## src/rtl/ex_mem_stage.sv

```systemverilog
// Execute stage and EX/MEM pipeline register of the 8-bit pipelined core.
// Resolves operands through EX/MEM and MEM/WB forwarding, runs the ALU, owns
// the carry/zero flag registers and registers result plus control for MEM.
module ex_mem_stage #(
  parameter int unsigned DATA_W  = 8,
  parameter int unsigned INSTR_W = 19
) (
  input  logic               clk,
  input  logic               reset,
  input  logic               stall,
  input  logic [DATA_W-1:0]  ID_EX_A,
  input  logic [DATA_W-1:0]  ID_EX_B,
  input  logic [INSTR_W-1:0] ID_EX_instruction,
  input  logic               ID_EX_mem_write,
  input  logic               ID_EX_reg_write,
  input  logic               ID_EX_alu_use_carry,
  input  logic               ID_EX_alu_B_mux,
  input  logic               ID_EX_select_c,
  input  logic               ID_EX_select_z,
  input  logic               ID_EX_write_c,
  input  logic               ID_EX_write_z,
  input  logic [2:0]         ID_EX_alu_op,
  input  logic [1:0]         ID_EX_reg_write_mux,
  input  logic               MEM_WB_reg_write,
  input  logic [2:0]         MEM_WB_dest,
  input  logic [DATA_W-1:0]  MEM_WB_data,
  output logic [DATA_W-1:0]  EX_MEM_alu_result,
  output logic [DATA_W-1:0]  EX_MEM_B,
  output logic [INSTR_W-1:0] EX_MEM_instruction,
  output logic [2:0]         EX_MEM_dest,
  output logic               EX_MEM_mem_write,
  output logic               EX_MEM_reg_write,
  output logic               EX_MEM_select_c,
  output logic               EX_MEM_select_z,
  output logic [1:0]         EX_MEM_reg_write_mux,
  output logic               flag_c,
  output logic               flag_z
);

  localparam logic [2:0] OpAdd  = 3'b000;
  localparam logic [2:0] OpSub  = 3'b001;
  localparam logic [2:0] OpAnd  = 3'b010;
  localparam logic [2:0] OpOr   = 3'b011;
  localparam logic [2:0] OpXor  = 3'b100;
  localparam logic [2:0] OpShl  = 3'b101;
  localparam logic [2:0] OpShr  = 3'b110;
  localparam logic [2:0] OpPass = 3'b111;

  localparam logic [1:0] WbAlu = 2'b00;

  logic [2:0]        dest;
  logic [2:0]        src_a;
  logic [2:0]        src_b;
  logic [DATA_W-1:0] imm;

  assign dest  = ID_EX_instruction[13:11];
  assign src_a = ID_EX_instruction[10:8];
  assign src_b = ID_EX_instruction[7:5];
  assign imm   = ID_EX_instruction[DATA_W-1:0];

  // Only ALU results can be forwarded from EX/MEM; a load's data does not
  // exist yet, so load-use hazards must be stalled upstream.
  logic exmem_fwd_ok;
  assign exmem_fwd_ok = EX_MEM_reg_write && (EX_MEM_reg_write_mux == WbAlu);

  logic [DATA_W-1:0] fwd_a;
  logic [DATA_W-1:0] fwd_b;

  // Operand A forwarding: EX/MEM beats MEM/WB beats register file.
  always_comb begin
    fwd_a = ID_EX_A;
    if (exmem_fwd_ok && (EX_MEM_dest == src_a)) begin
      fwd_a = EX_MEM_alu_result;
    end else if (MEM_WB_reg_write && (MEM_WB_dest == src_a)) begin
      fwd_a = MEM_WB_data;
    end
  end

  // Operand B forwarding: same priority as A, compared against srcB.
  always_comb begin
    fwd_b = ID_EX_B;
    if (exmem_fwd_ok && (EX_MEM_dest == src_b)) begin
      fwd_b = EX_MEM_alu_result;
    end else if (MEM_WB_reg_write && (MEM_WB_dest == src_b)) begin
      fwd_b = MEM_WB_data;
    end
  end

  logic [DATA_W-1:0] op_b;
  logic              cin;

  assign op_b = ID_EX_alu_B_mux ? imm : fwd_b;
  assign cin  = ID_EX_alu_use_carry & flag_c;

  logic [DATA_W:0]   alu_wide;
  logic              alu_c;
  logic [DATA_W-1:0] alu_res;
  logic              alu_z;

  // ALU in DATA_W+1 bits so the top bit of ADD/SUB is the carry/borrow.
  always_comb begin
    alu_wide = '0;
    alu_c    = 1'b0;
    case (ID_EX_alu_op)
      OpAdd: begin
        alu_wide = {1'b0, fwd_a} + {1'b0, op_b} + {{DATA_W{1'b0}}, cin};
        alu_c    = alu_wide[DATA_W];
      end
      OpSub: begin
        alu_wide = {1'b0, fwd_a} - {1'b0, op_b} - {{DATA_W{1'b0}}, cin};
        alu_c    = alu_wide[DATA_W];
      end
      OpAnd:  alu_wide = {1'b0, fwd_a & op_b};
      OpOr:   alu_wide = {1'b0, fwd_a | op_b};
      OpXor:  alu_wide = {1'b0, fwd_a ^ op_b};
      OpShl: begin
        alu_wide = {1'b0, fwd_a[DATA_W-2:0], cin};
        alu_c    = fwd_a[DATA_W-1];
      end
      OpShr: begin
        alu_wide = {1'b0, cin, fwd_a[DATA_W-1:1]};
        alu_c    = fwd_a[0];
      end
      OpPass: alu_wide = {1'b0, op_b};
      default: begin
        alu_wide = '0;
        alu_c    = 1'b0;
      end
    endcase
  end

  assign alu_res = alu_wide[DATA_W-1:0];
  assign alu_z   = (alu_res == '0);

  // Flag registers; written back-to-back so the next EX instruction sees them.
  always_ff @(posedge clk) begin
    if (reset) begin
      flag_c <= 1'b0;
      flag_z <= 1'b0;
    end else if (!stall) begin
      if (ID_EX_write_c) flag_c <= alu_c;
      if (ID_EX_write_z) flag_z <= alu_z;
    end
  end

  // EX/MEM pipeline register; reset wins over stall.
  always_ff @(posedge clk) begin
    if (reset) begin
      EX_MEM_alu_result    <= '0;
      EX_MEM_B             <= '0;
      EX_MEM_instruction   <= '0;
      EX_MEM_dest          <= '0;
      EX_MEM_mem_write     <= 1'b0;
      EX_MEM_reg_write     <= 1'b0;
      EX_MEM_select_c      <= 1'b0;
      EX_MEM_select_z      <= 1'b0;
      EX_MEM_reg_write_mux <= '0;
    end else if (!stall) begin
      EX_MEM_alu_result    <= alu_res;
      EX_MEM_B             <= fwd_b;
      EX_MEM_instruction   <= ID_EX_instruction;
      EX_MEM_dest          <= dest;
      EX_MEM_mem_write     <= ID_EX_mem_write;
      EX_MEM_reg_write     <= ID_EX_reg_write;
      EX_MEM_select_c      <= ID_EX_select_c;
      EX_MEM_select_z      <= ID_EX_select_z;
      EX_MEM_reg_write_mux <= ID_EX_reg_write_mux;
    end
  end

endmodule

```

## config.mk

```make
export PLATFORM = sky130hd
export DESIGN_NAME = ex_mem_stage
export DESIGN_NICKNAME = d
export VERILOG_FILES = /design/src/rtl/ex_mem_stage.sv
export SDC_FILE = /design/constraint.sdc
export NUM_CORES = 1
export LEC_CHECK = 0
export BUFFER_PORTS_ARGS = -buffer_cell sky130_fd_sc_hd__buf_2
export CORE_AREA = 2 2 123 125
export DETAILED_ROUTE_END_ITERATION = 12
export DIE_AREA = 0 0 125 127
export GPL_TIMING_DRIVEN = 0
export HOLD_SLACK_MARGIN = 0.02
export PLACE_DENSITY = 0.58
export SLEW_MARGIN = 20
export SYNTH_ARGS = -nofsm -noshare
export SYNTH_HDL_FRONTEND = slang
export SYNTH_SLANG_ARGS = --single-unit
```

## constraint.sdc

```tcl
create_clock -name clk -period 9.5 [get_ports clk]
set_clock_uncertainty 0.05 [all_clocks]
set_input_delay 1.425 -clock clk [delete_from_list [all_inputs] [get_ports clk]]
set_output_delay 1.425 -clock clk [all_outputs]
set_load 0.01 [all_outputs]
```

==> results.json, run 1 <==
{
  "status": "finished, final reports clean",
  "critPathMaxFanout": 10,
  "slew_viol_final": 0,
  "final.min_clock_period_ns": 5.890,
  "cts_buffers": 5,
  "setup-violations-final": 0,
  "overflow": 0,
  "htree_levels": 2,
  "drtPass1Iterations": 5,
  "synth.distinct_cells": 70,
  "nFillCells": 1604,
  "coreArea_sq_um": 14420,
  "clkTransAtPathRegs_ns": 0.07,
  "grt_max_degree": 16,
  "finalPower_uw": 636.6,
  "die_h_microns": 127,
  "grt_pass1_wl_microns": 20800,
  "rsz0062_at_grt": "no",
  "num_rows": 44,
  "via_per_inst": 5.009,
  "worst-setup-path-type": "in -> reg",
  "async_flop_share_pct": 0,
  "tightest_slew_ns": 0.8287,
  "seq_area_frac_synth_pct": 22.37,
  "syn_inst": 493,
  "yosysWarnings": 0,
  "antenna-diode-count": 0,
  "route.detailed.drc": 0,
  "cp.required_ns": 9.66,
  "wire_per_inst_microns": 16.73,
  "postPlaceCellArea_sq_um": 4609,
  "area_growth_pct": 23.63,
  "nNetsFinal": 700,
  "antenna_found_initial": 0,
  "die_w_microns": 125,
  "layout_commonest_cell": "buf_2",
  "synth_area_sq_um": 3849,
  "relSlewSlack_pct": 44.75,
  "ys_ff_latch": 43,
  "stdcell_area_sq_um": 4758,
  "initial_utilization_pct": 26.68,
  "clock.fmax_ghz": 0.1698,
  "finalWeightedCongestion": 0.9202,
  "final_cell_mix": "buf_2, nor2_1, dfxtp_1",
  "syn-num-nets": 587,
  "report.final.hold_viol_count": 0,
  "post-dp-hpwl_microns": 10910,
  "cts_setup_buffers": 0,
  "peakVddDrop_uv": 74.49,
  "cts_hold_buffers": 0,
  "cts_num_sinks": 43,
  "crit_path_start_kind": "primary input",
  "drt_iter0_drc": 221,
  "clockBufferDepth": 2,
  "num_vias": 3962,
  "critical_path_arrival_ns": 6.05,
  "ys.flop_type": "dfxtp_1",
  "die_area_sq_um": 15880,
  "cts_resized": 0,
  "power.leakage_uw": 0.002242,
  "power_density_nw_per_um2": 133.8,
  "track_usage_pct": 16.26,
  "avgSynthCellArea_sq_um": 7.807,
  "grt_pass1_vias": 3867,
  "cts_tree": "built",
  "ant_nets": 0,
  "drive_gt1_share_pct": 23.06,
  "endpoint_kind": "flip-flop",
  "portBuffers": 106,
  "root_buffer": "clkbuf_16",
  "hold_path_class": "reg -> reg",
  "io_pins": 109,
  "drt-total-wl_microns": 13230,
  "clock_latency_ns": 0.29,
  "period_share_pct": 62.00,
  "finalSetupTns_ns": 0,
  "max_cap_violations": 0,
  "synth-edff-count": 0
}
## sequential cells by signal, summed over array words and instances (netlist names)
| name | flops |
|---|---|
| EX_MEM_alu_result | 8 |
| EX_MEM_select_z | 1 |
| EX_MEM_reg_write_mux | 2 |
| EX_MEM_instruction | 19 |
| EX_MEM_select_c | 1 |
| EX_MEM_reg_write | 1 |
| flag_c | 1 |
| EX_MEM_B | 8 |
| EX_MEM_mem_write | 1 |
| flag_z | 1 |
## worst paths after layout
kind | from | end | slack (ns) | depth (start not counted)
worst min register to register | EX_MEM_B[0] | EX_MEM_B[0] | 0.44 | 2
worst max-delay path | ID_EX_instruction[7] | flag_z | 3.61 | 18
worst min-delay path | EX_MEM_B[0] | EX_MEM_B[0] | 0.44 | 2
worst max register to register | EX_MEM_reg_write_mux[0] | flag_z | 4.26 | 17
## synth_stat cells (2+ instances only)
library cell,count,area (sq um)
xnor2_1,12,105.1
a21oi_1,22,110.1
a21o_1,5,37.54
a31oi_1,8,50.05
a221o_2,2,22.52
inv_1,32,120.1
o22a_1,4,35.03
a211o_1,3,26.28
or4b_1,2,20.02
nand2_1,32,120.1
and2_1,7,43.79
or2_2,2,12.51
o21a_1,8,60.06
buf_2,2,10.01
nand2b_1,12,75.07
nor2b_1,10,62.56
o32ai_1,2,17.52
o211ai_1,7,52.55
o221ai_1,3,26.28
nor3_1,7,35.03
buf_4,3,22.52
nor2_1,70,262.8
o21ai_0,19,95.09
a22oi_1,4,30.03
or3_1,5,31.28
dfxtp_1,43,860.8
fa_1,3,60.06
xor2_1,11,96.34
clkbuf_1,23,86.33
ha_1,28,350.3
nand3b_1,2,15.01
mux2_2,6,67.56
nand3_1,5,25.02
mux2i_1,33,330.3
nor3b_1,2,15.01
o22ai_1,9,56.30
a211oi_1,2,15.01
nand4_1,3,18.77
nor4_1,5,31.28
a221oi_1,3,26.28
and3_1,3,18.77
## layer usage
metal	global-route usage, %	vias to the layer above	wire, microns
li1	-	1969	-
met3	3.141	24	898
met2	27.78	147	6187
met4	5.490	0	314
met1	20.63	1822	5830
met5	0	-	0
## per-stage QoR
| stage | hold slack, ns | cells | util (%) | setup WS, ns |
|---|---|---|---|---|
| final | 0.4386 | 791 | 32.99 | 3.610 |
| after global routing | 0.4628 | 791 | 32.99 | 3.288 |
| after detailed placement | 0.4216 | 783 | 31.96 | 3.383 |
| after floorplan | 0.4549 | 493 | - | 4.260 |
| after global placement | 0.4196 | 783 | 31.96 | 3.373 |
| after CTS | 0.4376 | 791 | 32.99 | 3.661 |
## cell type report
type                       count  area, sq um  share of cell area (%)
buffer                        30        133.9                   2.814
clock buffer                   5        125.1                   2.630
clock inverter                 3        23.77                  0.4996
inverter                      34        127.6                   2.682
multi-input combinational    386         2726                   57.30
sequential                    43        860.8                   18.09
tap                          184        230.2                   4.838
timing repair buffer         106        530.5                   11.15
## worst max-delay path, stage by stage
cell and delay (ns):
buf_2 0.13, xor2_1 0.19, or4_1 0.62, clkbuf_1 0.29, nand2_1 0.11, o21ai_0 0.12, o21ai_0 0.41, inv_1 0.15
fa_1 0.48, fa_1 0.44, nor2b_1 0.18, o31ai_1 0.10, xnor2_1 0.14, o22ai_1 0.27, o221ai_1 0.22, nor4_1 0.42
nand4_1 0.17, o31ai_2 0.18
## cell families after synthesis
logic type               count (synthesis)  synth area share, %
AND/OR/NAND/NOR                        174                22.27
flip-flops                              43                22.37
buffers and inverters                   64                6.794
AO/OA/AOI/OAI                          118                21.75
adder cells (fa/ha/maj)                 31                10.66
multiplexers                            40                10.92
XOR/XNOR                                23                5.234
## power breakdown
group,internal [uW],switching (uW),leakage [uW],total [uW]
clock,98.4,78.7,0.0000664,177
combinational,109,148,0.00182,257
sequential,192,10.4,0.000355,203
total,400,237,0.00224,637
Note: power is estimated with default switching activity, not from simulation.
==> run 2, diff against run 1 <==
--- a/config.mk
+++ b/config.mk
@@ -11,7 +11,7 @@
 export DIE_AREA = 0 0 125 127
 export GPL_TIMING_DRIVEN = 0
 export HOLD_SLACK_MARGIN = 0.02
-export PLACE_DENSITY = 0.58
+export PLACE_DENSITY = 0.6
 export SLEW_MARGIN = 20
 export SYNTH_ARGS = -nofsm -noshare
 export SYNTH_HDL_FRONTEND = slang
==> constraint.sdc (replaced) <==
create_clock -name clk -period 5.2 [get_ports clk]
set_clock_uncertainty 0.05 [all_clocks]
set_input_delay 0.78 -clock clk [delete_from_list [all_inputs] [get_ports clk]]
set_output_delay 0.78 -clock clk [all_outputs]
set_load 0.01 [all_outputs]
==> run 2 against run 1 <==
Via count up 1.4%. Combinational power increased by 82%. Sequential share of layout area fell by 0.24 points. Critical path depth up 2. Final cell count stayed put. Wire length up 0.62%. Critical endpoint unchanged.
==> results.json, run 2 (synthesized netlist as in run 1, its figures left out) <==
{
  "status": "finished, final reports clean",
  "area_growth_pct": 25.29,
  "drtPass1Iterations": 4,
  "io_pins": 109,
  "initial_utilization_pct": 26.68,
  "period_share_pct": 94.63,
  "nNetsFinal": 700,
  "cts_num_sinks": 43,
  "ant_nets": 0,
  "relSlewSlack_pct": 47.93,
  "final_cell_mix": "buf_2, nor2_1, dfxtp_1",
  "coreArea_sq_um": 14420,
  "track_usage_pct": 16.60,
  "use_met2_pct": 29.32,
  "antenna_found_initial": 0,
  "finalWeightedCongestion": 0.9214,
  "grt_pass1_wl_microns": 21310,
  "hold_path_class": "reg -> reg",
  "r2r_start": "EX_MEM_reg_write_mux[0]",
  "crit_path_start_kind": "primary input",
  "grt_use_met1_pct": 20.10,
  "root_buffer": "clkbuf_16",
  "clockBufferDepth": 2,
  "endpoint_kind": "flip-flop",
  "post-dp-hpwl_microns": 11000,
  "holdWs_ns": 0.4287,
  "clkTransAtPathRegs_ns": 0.06,
  "power_density_nw_per_um2": 258.9,
  "max_cap_violations": 0,
  "worstHoldStart": "EX_MEM_B[0]",
  "overflow": 0,
  "busiest_layer": "met2",
  "critPathMaxFanout": 8,
  "power.leakage_uw": 0.002267,
  "report.final.hold_viol_count": 0,
  "top_regs": "EX_MEM_instruction (19), EX_MEM_B (8), EX_MEM_alu_result (8)",
  "portBuffers": 106,
  "drive_gt1_share_pct": 23.56,
  "die_area_sq_um": 15880,
  "drt_iter0_drc": 231,
  "slew_viol_final": 0,
  "die_w_microns": 125,
  "cts_tree": "built",
  "gr-usage-met3_pct": 3.643,
  "final.min_clock_period_ns": 4.921,
  "setup-violations-final": 0,
  "wire_per_inst_microns": 16.83,
  "cts_buffers": 5,
  "layout_commonest_cell": "buf_2",
  "critical_path_arrival_ns": 5.04,
  "largest-register": "EX_MEM_instruction",
  "die_h_microns": 127,
  "clock.fmax_ghz": 0.2032,
  "route.detailed.drc": 0,
  "startpoint": "ID_EX_instruction[5]",
  "via_per_inst": 5.081,
  "num_rows": 44,
  "cp.required_ns": 5.32,
  "grt_pass1_vias": 4001,
  "worst-setup-path-type": "in -> reg",
  "largest_register_ffs": 19,
  "utilization_pct": 33.43,
  "cts_setup_buffers": 0,
  "htree_levels": 2,
  "peakVddDrop_uv": 211.8,
  "grt_max_degree": 14,
  "num_vias": 4019,
  "rsz0062_at_grt": "no",
  "tightest_slew_ns": 0.7810,
  "nFillCells": 1610,
  "drt-total-wl_microns": 13310,
  "antenna-diode-count": 0,
  "clock_latency_ns": 0.29
}
run 2: cell count changes in the layout (fill, tap and decap cells not counted), moves of 2 or more:
cell	delta
bufinv_16	+2
clkinvlp_4	-2
o21ai_0	-3
o21ai_1	+2
run 2: what timing repair did:
| action | CTS | global route |
|---|---|---|
| pin swaps | 0 | 1 |
| setup endpoints to repair | 1 | 4 |
| hold buffers | 0 | 0 |
| resized for setup | 1 | 8 |
run 2: metrics by stage:
stage / total power [uW] / setup slack (ns) / TNS (ns) / instances / cell area (sq um)
CTS: 1249 / 0.008798 / 0 / 791 / 4798
finish: 1248 / 0.2792 / 0 / 791 / 4822
detailed placement: 837.9 / -0.3225 / -0.7231 / 783 / 4609
global placement: 837.4 / -0.3213 / -0.7769 / 783 / 4609
floorplan: 695.1 / 0.6054 / 0 / 493 / 3849
global route: 1322 / 0.01388 / 0 / 791 / 4822
run 2: cell type report:
cell class	count	area (sq um)	share of cell area, %
timing repair buffer	106	530.5	11.00
buffer	30	135.1	2.802
tap	184	230.2	4.774
inverter	34	127.6	2.647
sequential	43	860.8	17.85
clock inverter	2	60.06	1.245
clock buffer	6	128.9	2.673
multi-input combinational	386	2749	57.01
run 2: where the power goes:
part	internal (uW)	switching [uW]	leakage, uW
logic	200	269	0.00182
registers	351	19.5	0.000355
clock network	276	134	0.0000911
run 2: worst paths after layout:
path	cells past startpoint	to	slack, ns
max	20	flag_z	0.28
min	2	EX_MEM_B[0]	0.43
max reg2reg	17	flag_z	0.35
min reg2reg	2	EX_MEM_B[0]	0.43
run 2: worst max-delay path: stages:
cell and delay [ns]:
buf_2 0.16, xor2_1 0.22, or4b_1 0.52, buf_2 0.21
mux2i_1 0.28, nand2_1 0.08, o21ai_0 0.15, o21ai_2 0.13
xnor2_1 0.15, ha_1 0.18, a21o_1 0.19, ha_1 0.18
or2_2 0.28, a21o_1 0.21, nand4_1 0.09, o21ai_0 0.08
a41oi_1 0.24, mux2_2 0.36, o211ai_1 0.39, o31ai_2 0.13
run 2: routing by layer:
metal  share of wire, %  vias to the layer above
met1                 43                     1874
met5                  0                        -
met4                2.3                        0
met2                 48                      151
met3                6.9                       22
li1                   -                     1972
